### config.mk
export PLATFORM = sky130hd
export DESIGN_NAME = rl02_header_decoder
export DESIGN_NICKNAME = d
export VERILOG_FILES = /design/src/rtl/rl02_pkg.sv /design/src/rtl/rl02_crc16_serial.sv /design/src/rtl/rl02_header_decoder.sv
export SDC_FILE = /design/constraint.sdc
export NUM_CORES = 1
export LEC_CHECK = 0
export CORE_UTILIZATION = 45
export DETAILED_ROUTE_END_ITERATION = 8
export GPL_ROUTABILITY_DRIVEN = 1
export GPL_TIMING_DRIVEN = 0
export MAX_ROUTING_LAYER = met4
export PLACE_DENSITY = 0.65
export SLEW_MARGIN = 25
export SYNTH_ARGS = -nofsm -noshare
export SYNTH_HDL_FRONTEND = slang
export SYNTH_SLANG_ARGS = --single-unit
### constraint.sdc
create_clock -name clk -period 1.85 [get_ports clk]
set_input_delay 0.2775 -clock clk [delete_from_list [all_inputs] [get_ports clk]]
set_output_delay 0.2775 -clock clk [all_outputs]
set_load 0.005 [all_outputs]
### src/rtl/rl02_pkg.sv
// rl02_pkg: shared state encodings, header layout and CRC step for the RL02 read/write paths
package rl02_pkg;
  typedef enum logic [2:0] {IDLE, HUNT, HDR0, HDR1, CRCW, CHECK, GAP} rl02State_e;
  localparam logic [15:0] RL02_CRC_POLY = 16'h8005;
  localparam int HDR_W = 16;
  localparam int SECT_LSB = 0;
  localparam int HEAD_BIT = 6;
  localparam int CYL_LSB = 7;
  function automatic logic [15:0] crcStep(input logic [15:0] crc, input logic din);
    return {crc[14:0], 1'b0} ^ ((din ^ crc[15]) ? RL02_CRC_POLY : 16'h0);
  endfunction
endpackage

### src/rtl/rl02_crc16_serial.sv
// rl02_crc16_serial: bit-serial CRC-16 (poly 0x8005), one update per enabled clk
module rl02_crc16_serial
  import rl02_pkg::*;
#(
  parameter logic [15:0] INIT = 16'h0
) (
  input  logic        clk,
  input  logic        clear,
  input  logic        en,
  input  logic        din,
  output logic [15:0] crc
);
  always_ff @(posedge clk) begin
    if (clear) crc <= INIT;
    else if (en) crc <= crcStep(crc, din);
  end
endmodule

### src/rtl/rl02_header_decoder.sv
// rl02_header_decoder: locates RL02 sector headers in the read stream and times the write gap
module rl02_header_decoder
  import rl02_pkg::*;
#(
  parameter int          PREAMBLE_MIN   = 32,
  parameter int          WRITE_GAP_BITS = 40,
  parameter logic [15:0] CRC_INIT       = 16'h0
) (
  input  logic       clk,
  input  logic       rst,
  input  logic       read_bit,
  input  logic       read_bit_stb,
  input  logic       sector_pulse,
  input  logic       inhibit_read,
  output logic [5:0] sectorNum,
  output logic       headNum,
  output logic [8:0] cylNum,
  output logic       sectorNumReady,
  output logic       headNumReady,
  output logic       cylNumReady,
  output logic       beginWriteNow,
  output logic       crc_error,
  output logic [7:0] hdr_err_count
);
  localparam int GW = $clog2(WRITE_GAP_BITS + 1);
  localparam logic [GW-1:0] GAP_LAST = GW'(WRITE_GAP_BITS - 1);
  localparam logic [5:0] PRE_MIN = 6'(PREAMBLE_MIN);
  rl02State_e state, nextState;
  logic spPrev, spFall, lock, crcEn, wordEnd, good, zeroErr;
  logic [3:0] bitCnt;
  logic [5:0] zeroRun;
  logic [HDR_W-1:0] hdrSr, crcRx;
  logic [GW-1:0] gapCnt;
  logic [15:0] crc;
  assign spFall = spPrev & ~sector_pulse;
  assign wordEnd = read_bit_stb && bitCnt == 4'd15;
  assign good = crcRx == crc && !zeroErr;
  rl02_crc16_serial #(.INIT(CRC_INIT)) u_crc (
    .clk(clk), .clear(!rst || lock), .en(crcEn), .din(read_bit), .crc(crc)
  );
  always_comb begin
    nextState = state;
    lock = 1'b0;
    crcEn = 1'b0;
    if (inhibit_read) nextState = IDLE;
    else if (spFall) nextState = HUNT;
    else case (state)
      HUNT: begin
        lock = read_bit_stb && read_bit && zeroRun >= PRE_MIN;
        nextState = lock ? HDR0 : HUNT;
      end
      HDR0: begin
        crcEn = read_bit_stb;
        nextState = wordEnd ? HDR1 : HDR0;
      end
      HDR1: begin
        crcEn = read_bit_stb;
        nextState = wordEnd ? CRCW : HDR1;
      end
      CRCW: nextState = wordEnd ? CHECK : CRCW;
      CHECK: nextState = good ? GAP : IDLE;
      GAP: nextState = (read_bit_stb && gapCnt == GAP_LAST) ? IDLE : GAP;
      default: nextState = IDLE;
    endcase
  end
  always_ff @(posedge clk) begin
    if (!rst) state <= IDLE;
    else state <= nextState;
  end
  always_ff @(posedge clk) begin
    if (!rst) begin
      spPrev <= 1'b0;
      bitCnt <= '0;
      zeroRun <= '0;
      hdrSr <= '0;
      crcRx <= '0;
      zeroErr <= 1'b0;
      gapCnt <= '0;
      sectorNum <= '0;
      headNum <= 1'b0;
      cylNum <= '0;
      {sectorNumReady, headNumReady, cylNumReady} <= 3'b000;
      beginWriteNow <= 1'b0;
      crc_error <= 1'b0;
      hdr_err_count <= '0;
    end else begin
      spPrev <= sector_pulse;
      beginWriteNow <= 1'b0;
      crc_error <= 1'b0;
      if (inhibit_read || spFall) begin
        {sectorNumReady, headNumReady, cylNumReady} <= 3'b000;
        bitCnt <= '0;
        zeroRun <= '0;
      end else case (state)
        HUNT: if (read_bit_stb) begin
          zeroRun <= read_bit ? 6'd0 : (zeroRun == 6'd63 ? zeroRun : zeroRun + 6'd1);
          if (lock) zeroErr <= 1'b0;
        end
        HDR0: if (read_bit_stb) begin
          hdrSr <= {read_bit, hdrSr[HDR_W-1:1]};
          bitCnt <= bitCnt + 4'd1;
        end
        HDR1: if (read_bit_stb) begin
          zeroErr <= zeroErr | read_bit;
          bitCnt <= bitCnt + 4'd1;
        end
        CRCW: if (read_bit_stb) begin
          crcRx <= {read_bit, crcRx[HDR_W-1:1]};
          bitCnt <= bitCnt + 4'd1;
        end
        CHECK: if (good) begin
          sectorNum <= hdrSr[SECT_LSB +: 6];
          headNum <= hdrSr[HEAD_BIT];
          cylNum <= hdrSr[CYL_LSB +: 9];
          {sectorNumReady, headNumReady, cylNumReady} <= 3'b111;
          gapCnt <= '0;
        end else begin
          crc_error <= 1'b1;
          hdr_err_count <= hdr_err_count == 8'hFF ? hdr_err_count : hdr_err_count + 8'd1;
        end
        GAP: if (read_bit_stb) begin
          gapCnt <= gapCnt + GW'(1);
          beginWriteNow <= gapCnt == GAP_LAST;
        end
        default: ;
      endcase
    end
  end
endmodule

Word-level counts from Yosys, hierarchy flattened

Cells that the tools add are included.

Register bits: 96
Output and inout port bits: 29

Reductions and logical operators: 27
Bitwise operators: 12
$add $sub $neg: 4
Eq/ne operators: 17
Magnitude comparators: 1
Mux-type cells: 25

Operators with widths:

| cell                                                     | count |
|---|---|
| two-way mux 6 bit                                        | 4 |
| case mux 3 bit (6 select lines)                          | 1 |
| == test 16 bit                                           | 1 |
| two-way mux 16 bit                                       | 1 |
| XOR 16 bit                                               | 1 |
| two-way mux 1 bit                                        | 13 |
| adder 6 x 1 -> 6 bit, second input constant              | 2 |
| == test 6 bit, second input constant                     | 2 |
| inequality test 2 bit, second input constant             | 6 |
| case mux 6 bit (2 select lines)                          | 1 |
| AND reduction 3 bit                                      | 4 |
| == test 3 bit, second input constant                     | 3 |
| two-way mux 3 bit                                        | 3 |
| OR reduction 3 bit                                       | 3 |
| adder 8 x 1 -> 8 bit, second input constant              | 1 |
| == test 8 bit, second input constant                     | 1 |
| inverter 1 bit                                           | 8 |
| AND reduction 4 bit                                      | 2 |
| == test 3 x 2 -> 1 bit, second input constant            | 2 |
| greater-or-equal comparator 6 bit, second input constant | 1 |
| OR reduction 2 bit                                       | 3 |
| logical AND 1 bit                                        | 5 |
| AND reduction 5 bit                                      | 1 |
| adder 4 x 1 -> 4 bit, second input constant              | 1 |
| 12 further kinds                                         | 16 |

Logic depth before layout (Yosys ltp)

Word-level depth: 8
Gate-level depth with buffers: 8

Cells and area by module

Synthesis repeated with hierarchy kept, for this count alone.

Cells, all modules: 470
Area total of the unflattened synthesis: 4,267.8 um^2

By module, submodules not included:

| module              | area an instance (um^2) | times used | cells an instance |
|---|---|---|---|
| rl02_header_decoder | 3,653.5                 | 1          | 412 |
| rl02_crc16_serial   | 614.3                   | 1          | 58 |

Worst setup path before layout

No wires, ideal clock.

Kind: register -> register
From: register u_crc.crc[0]
To: register cylNum[4]
Setup time: 0.128 ns
Stages on the path, launching flop included: 9
Data arrival time: 1.626 ns
Required time: 1.722 ns
Slack: 0.097 ns
Buffers on the path: 2
Path through: dfxtp_1 > xor2_1 > nor4_1 > nand4_1 > nor3_2 > buf_6 > buf_8 > mux2i_1 > nor2_1

Cells in the longest elaborated chain, start to end: 3

Ends and longest elaborated chain:

| element                              | RTL line                   | RTL |
|---|---|---|
| start: declaration                   | rl02_crc16_serial.sv:11    | `output logic [15:0] crc` |
| start signal: assignment             | rl02_crc16_serial.sv:15    | `else if (en) crc <= crcStep(crc, din);` |
| == test 16 bit                       | rl02_header_decoder.sv:37  | `assign good = crcRx == crc && !zeroErr;` |
| logical AND 1 bit                    | rl02_header_decoder.sv:37  |  |
| AND reduction 3 bit (no source line) | n/a                        |  |
| end signal: assignment               | rl02_header_decoder.sv:114 | `cylNum <= hdrSr[CYL_LSB +: 9];` |
| end: declaration                     | rl02_header_decoder.sv:17  | `output logic [8:0] cylNum,` |

No other way between the ends.
A chain may end at the register's enable or synchronous reset.

Final worst setup path

From: register crcRx[7]
To: register sectorNum[0]

Cells in the longest elaborated chain, start to end: 3

Ends and longest elaborated chain:

| element                              | RTL line                   | RTL |
|---|---|---|
| start: declaration                   | rl02_header_decoder.sv:32  | `logic [HDR_W-1:0] hdrSr, crcRx;` |
| start signal: assignment             | rl02_header_decoder.sv:108 | `crcRx <= {read_bit, crcRx[HDR_W-1:1]};` |
| == test 16 bit                       | rl02_header_decoder.sv:37  |  |
| logical AND 1 bit                    | rl02_header_decoder.sv:37  |  |
| AND reduction 3 bit (no source line) | n/a                        |  |
| end signal: assignment               | rl02_header_decoder.sv:112 | `sectorNum <= hdrSr[SECT_LSB +: 6];` |
| end: declaration                     | rl02_header_decoder.sv:15  | `output logic [5:0] sectorNum,` |

No other way between the ends.

==> flow_summary.json <==
{
  "outcome": "finished with violations",
  "crit_arrival_ns": 2.15,
  "setup_viol": 18,
  "io_pins": 35,
  "drt_iter0_drc": 162,
  "cp.required_ns": 2.07,
  "slowest_stage": "dfxtp_2",
  "wl_per_cell_um": 14.0,
  "post-route-min-period_ns": 1.93,
  "pwr-share-comb": 0.032,
  "hold_path.class": "in -> reg",
  "setup_ws_ns": -0.0777,
  "swShare": 0.237,
  "clockBufferDepth": 2,
  "area_growth_pct": 22.1,
  "finalClockSkew_ns": 0.0132,
  "synth_seq_cells": 96,
  "relSlewSlack": 0.623,
  "syn_inst": 485,
  "grt_pass1_wl_um": 15400,
  "num_rows": 34,
  "synth_nets": 496,
  "post-route-drc-count": 0,
  "synth.distinct_cells": 52,
  "n_fill_cell": 839,
  "numCtsBuffers": 9,
  "tightest_slew_ns": 0.564,
  "clock-sinks": 96,
  "critPathKind": "reg -> reg",
  "hold_viol_final": 0,
  "use_met2": 0.317,
  "whs_ns": 0.342,
  "nets": 549,
  "yosys_warnings": 0,
  "maxCapViolCount": 0,
  "synthFlopType": "dfxtp_1",
  "p_per_area_nw_per_um2": 717,
  "min_from": "read_bit",
  "grtUsageMet3": 0.0360,
  "gp_congestion": 0.836,
  "pre_cts_slack_ns": -0.623,
  "grt_max_degree": 18,
  "rsz0062_at_grt": "true",
  "postRouteAntennaNets": 0,
  "cts_max_level": 3,
  "avgSynthCellArea_sq_um": 8.45,
  "synth_top_area_share": 0.469,
  "tritoncts": "built",
  "cts_hold_buf": 0,
  "worstSetupStartpointType": "flop",
  "port_buffers": 32,
  "slew_viol_final": 0,
  "cp-end-kind": "flop",
  "core_sq_um": 8760,
  "stdcell_count": 651,
  "p_int_uw": 2740,
  "synth.most_common_cell": "dfxtp_1",
  "dp.cells": 625,
  "switching_power_uw": 850,
  "period_share": 1.04,
  "max_freq_ghz": 0.519,
  "grt.overflow.total": 0,
  "grt_util_met1": 0.263,
  "synth_common_cells": "dfxtp_1 (96), nand2_1 (84), a21oi_1 (56)",
  "dieArea_sq_um": 9490,
  "n_antenna_cell": 0,
  "reg2reg_from": "crcRx[7]$_SDFFE_PN0P_",
  "cp_slowest_stage_delay_ns": 0.35,
  "grt-busiest-layer": "met2",
  "critPathLaunch": "crcRx[7]$_SDFFE_PN0P_",
  "seq_area_frac_synth": 0.469,
  "cts_root_buffer": "clkbuf_8",
  "dp.final_hpwl_um": 6260,
  "cts.clk_slew.worst_paths_ns": 0.10,
  "ir_drop_mv": 0.379,
  "start_util": 0.468,
  "clock_power_share": 0.392,
  "violations": "negative setup slack",
  "dieWidth_um": 97.4,
  "route.vias.total": 3498,
  "antenna_found_initial": 0,
  "synth-edff-count": 0,
  "gr-usage-all-layers": 0.203,
  "critPathMaxFanout": 5,
  "dr.pass1.iters": 4,
  "syn-cell-area_sq_um": 4100,
  "die_y_um": 97.4,
  "drive_gt1_frac": 0.131,
  "synthArstFlopShare": 0,
  "critical_path.cell_chain": "xor2_1 -> nor4_1 -> nand4_1 -> nor3_2 -> buf_6 -> clkbuf_16 -> mux2i_1 -> nor2_1",
  "p_leak_uw": 0.00172,
  "p_seq_frac": 0.576,
  "clock_latency_ns": 0.36,
  "via_per_inst": 5.37,
  "synth.area.top_cells": "dfxtp_1 (47%), nand2_1 (7.7%), a21oi_1 (6.8%), nand3_1 (4.9%), mux2i_1 (4.4%)",
  "wl_um": 9120,
  "grt_pass1_vias": 3232,
  "r2r_slack_ns": -0.08,
  "synth_top_cell_by_area": "dfxtp_1"
}
[per-stage QoR]
step                      setup TNS [ns]  power (uW)  cell area [sq um]  utilization
after floorplan                        0        2190               4100            -
after global placement            -27.07        2220               4550        0.520
after detailed placement          -29.08        2220               4550        0.520
after CTS                         -0.358        3620               4880        0.557
after global routing               -3.65        3730               5010        0.571
final                             -0.771        3590               5010        0.571
[power by group through the flow]
stage | combinational, uW | clock (uW) | sequential, uW
floorplan | 69.4 | 0 | 2120
global placement | 106 | 0 | 2120
detailed placement | 107 | 0 | 2120
CTS | 113 | 1440 | 2070
global route | 127 | 1540 | 2070
finish | 116 | 1410 | 2070
[registers in the layout, summed over array words and instances, names as in the netlist]
| name | cells |
|---|---|
| crc_error | 1 |
| state | 3 |
| gapCnt | 6 |
| cylNumReady | 1 |
| zeroErr | 1 |
| spPrev | 1 |
| crcRx | 16 |
| cylNum | 9 |
| beginWriteNow | 1 |
| u_crc.crc | 16 |
| zeroRun | 6 |
| sectorNum | 6 |
| headNum | 1 |
| hdr_err_count | 8 |
| hdrSr | 16 |
| bitCnt | 4 |
[cells by family after synthesis]
logic type / count (synthesis) / synth area share
DFF: 96 / 0.469
muxes: 18 / 0.0440
buffers and inverters: 38 / 0.0427
AOI/OAI and AO/OA: 94 / 0.135
adders and majority gates: 5 / 0.0153
xor gates and xnor gates: 26 / 0.0556
and+or+nand+nor: 208 / 0.238
[path summary, 6_finish.rpt]
| path | endpoint | depth (start not counted) |
|---|---|---|
| worst max register to register | sectorNum[0]$_SDFFE_PN0P_ | 8 |
| worst min register to register | hdrSr[13]$_SDFFE_PN0P_ | 2 |
| worst max-delay path | sectorNum[0]$_SDFFE_PN0P_ | 8 |
| worst min-delay path | hdrSr[15]$_SDFFE_PN0P_ | 3 |
[critical path, delay by kind of cell (launching register included)]
family                    cells  cell delay (ns)
xor gates and xnor gates      1             0.14
buffers and inverters         2             0.33
DFF                           1             0.35
muxes                         1             0.18
and+or+nand+nor               4             0.80
[repair_timing]
item	in CTS	in global routing
pin swaps	8	11
gates resized for setup	15	30
setup endpoints to repair	79	74
hold endpoints to repair	0	0
setup buffers	9	2
cloned	0	2
[layer usage]
layer | vias to the layer above | part of all wire
met5 | - | 0
met4 | 0 | 0.013
met3 | 10 | 0.036
met2 | 65 | 0.47
met1 | 1641 | 0.48
li1 | 1782 | -
[final cells by class]
class / count / area, sq um / share of cell area
Clock inverter: 7 / 78.8 / 0.0157
Timing Repair Buffer: 45 / 458 / 0.0915
Inverter: 7 / 26.3 / 0.00525
Sequential cell: 96 / 1930 / 0.386
Tap cell: 108 / 135 / 0.0270
Clock buffer: 9 / 124 / 0.0247
Buffer: 28 / 161 / 0.0322
Multi-Input combinational cell: 351 / 2090 / 0.418
[layout by cell type, fill, tap and decap left out, drive strengths merged, types with 3 or more instances in the layout]
| cell type | synthesis | final |
|---|---|---|
| nand2 | 84 | 84 |
| buf | 10 | 22 |
| o21ai | 13 | 13 |
| o22ai | 3 | 3 |
| nand3 | 40 | 40 |
| mux2i | 18 | 18 |
| xor2 | 17 | 17 |
| a21oi | 56 | 56 |
| xnor2 | 9 | 9 |
| nor3 | 6 | 6 |
| dfxtp | 96 | 96 |
| nor2b | 6 | 6 |
| nor2 | 40 | 40 |
| nor4 | 5 | 5 |
| or3 | 5 | 5 |
| clkdlybuf4s50 | 0 | 31 |
| ha | 5 | 5 |
| inv | 7 | 9 |
| nand4 | 6 | 6 |
| clkbuf | 21 | 28 |
(Power assumes the default switching activity.)
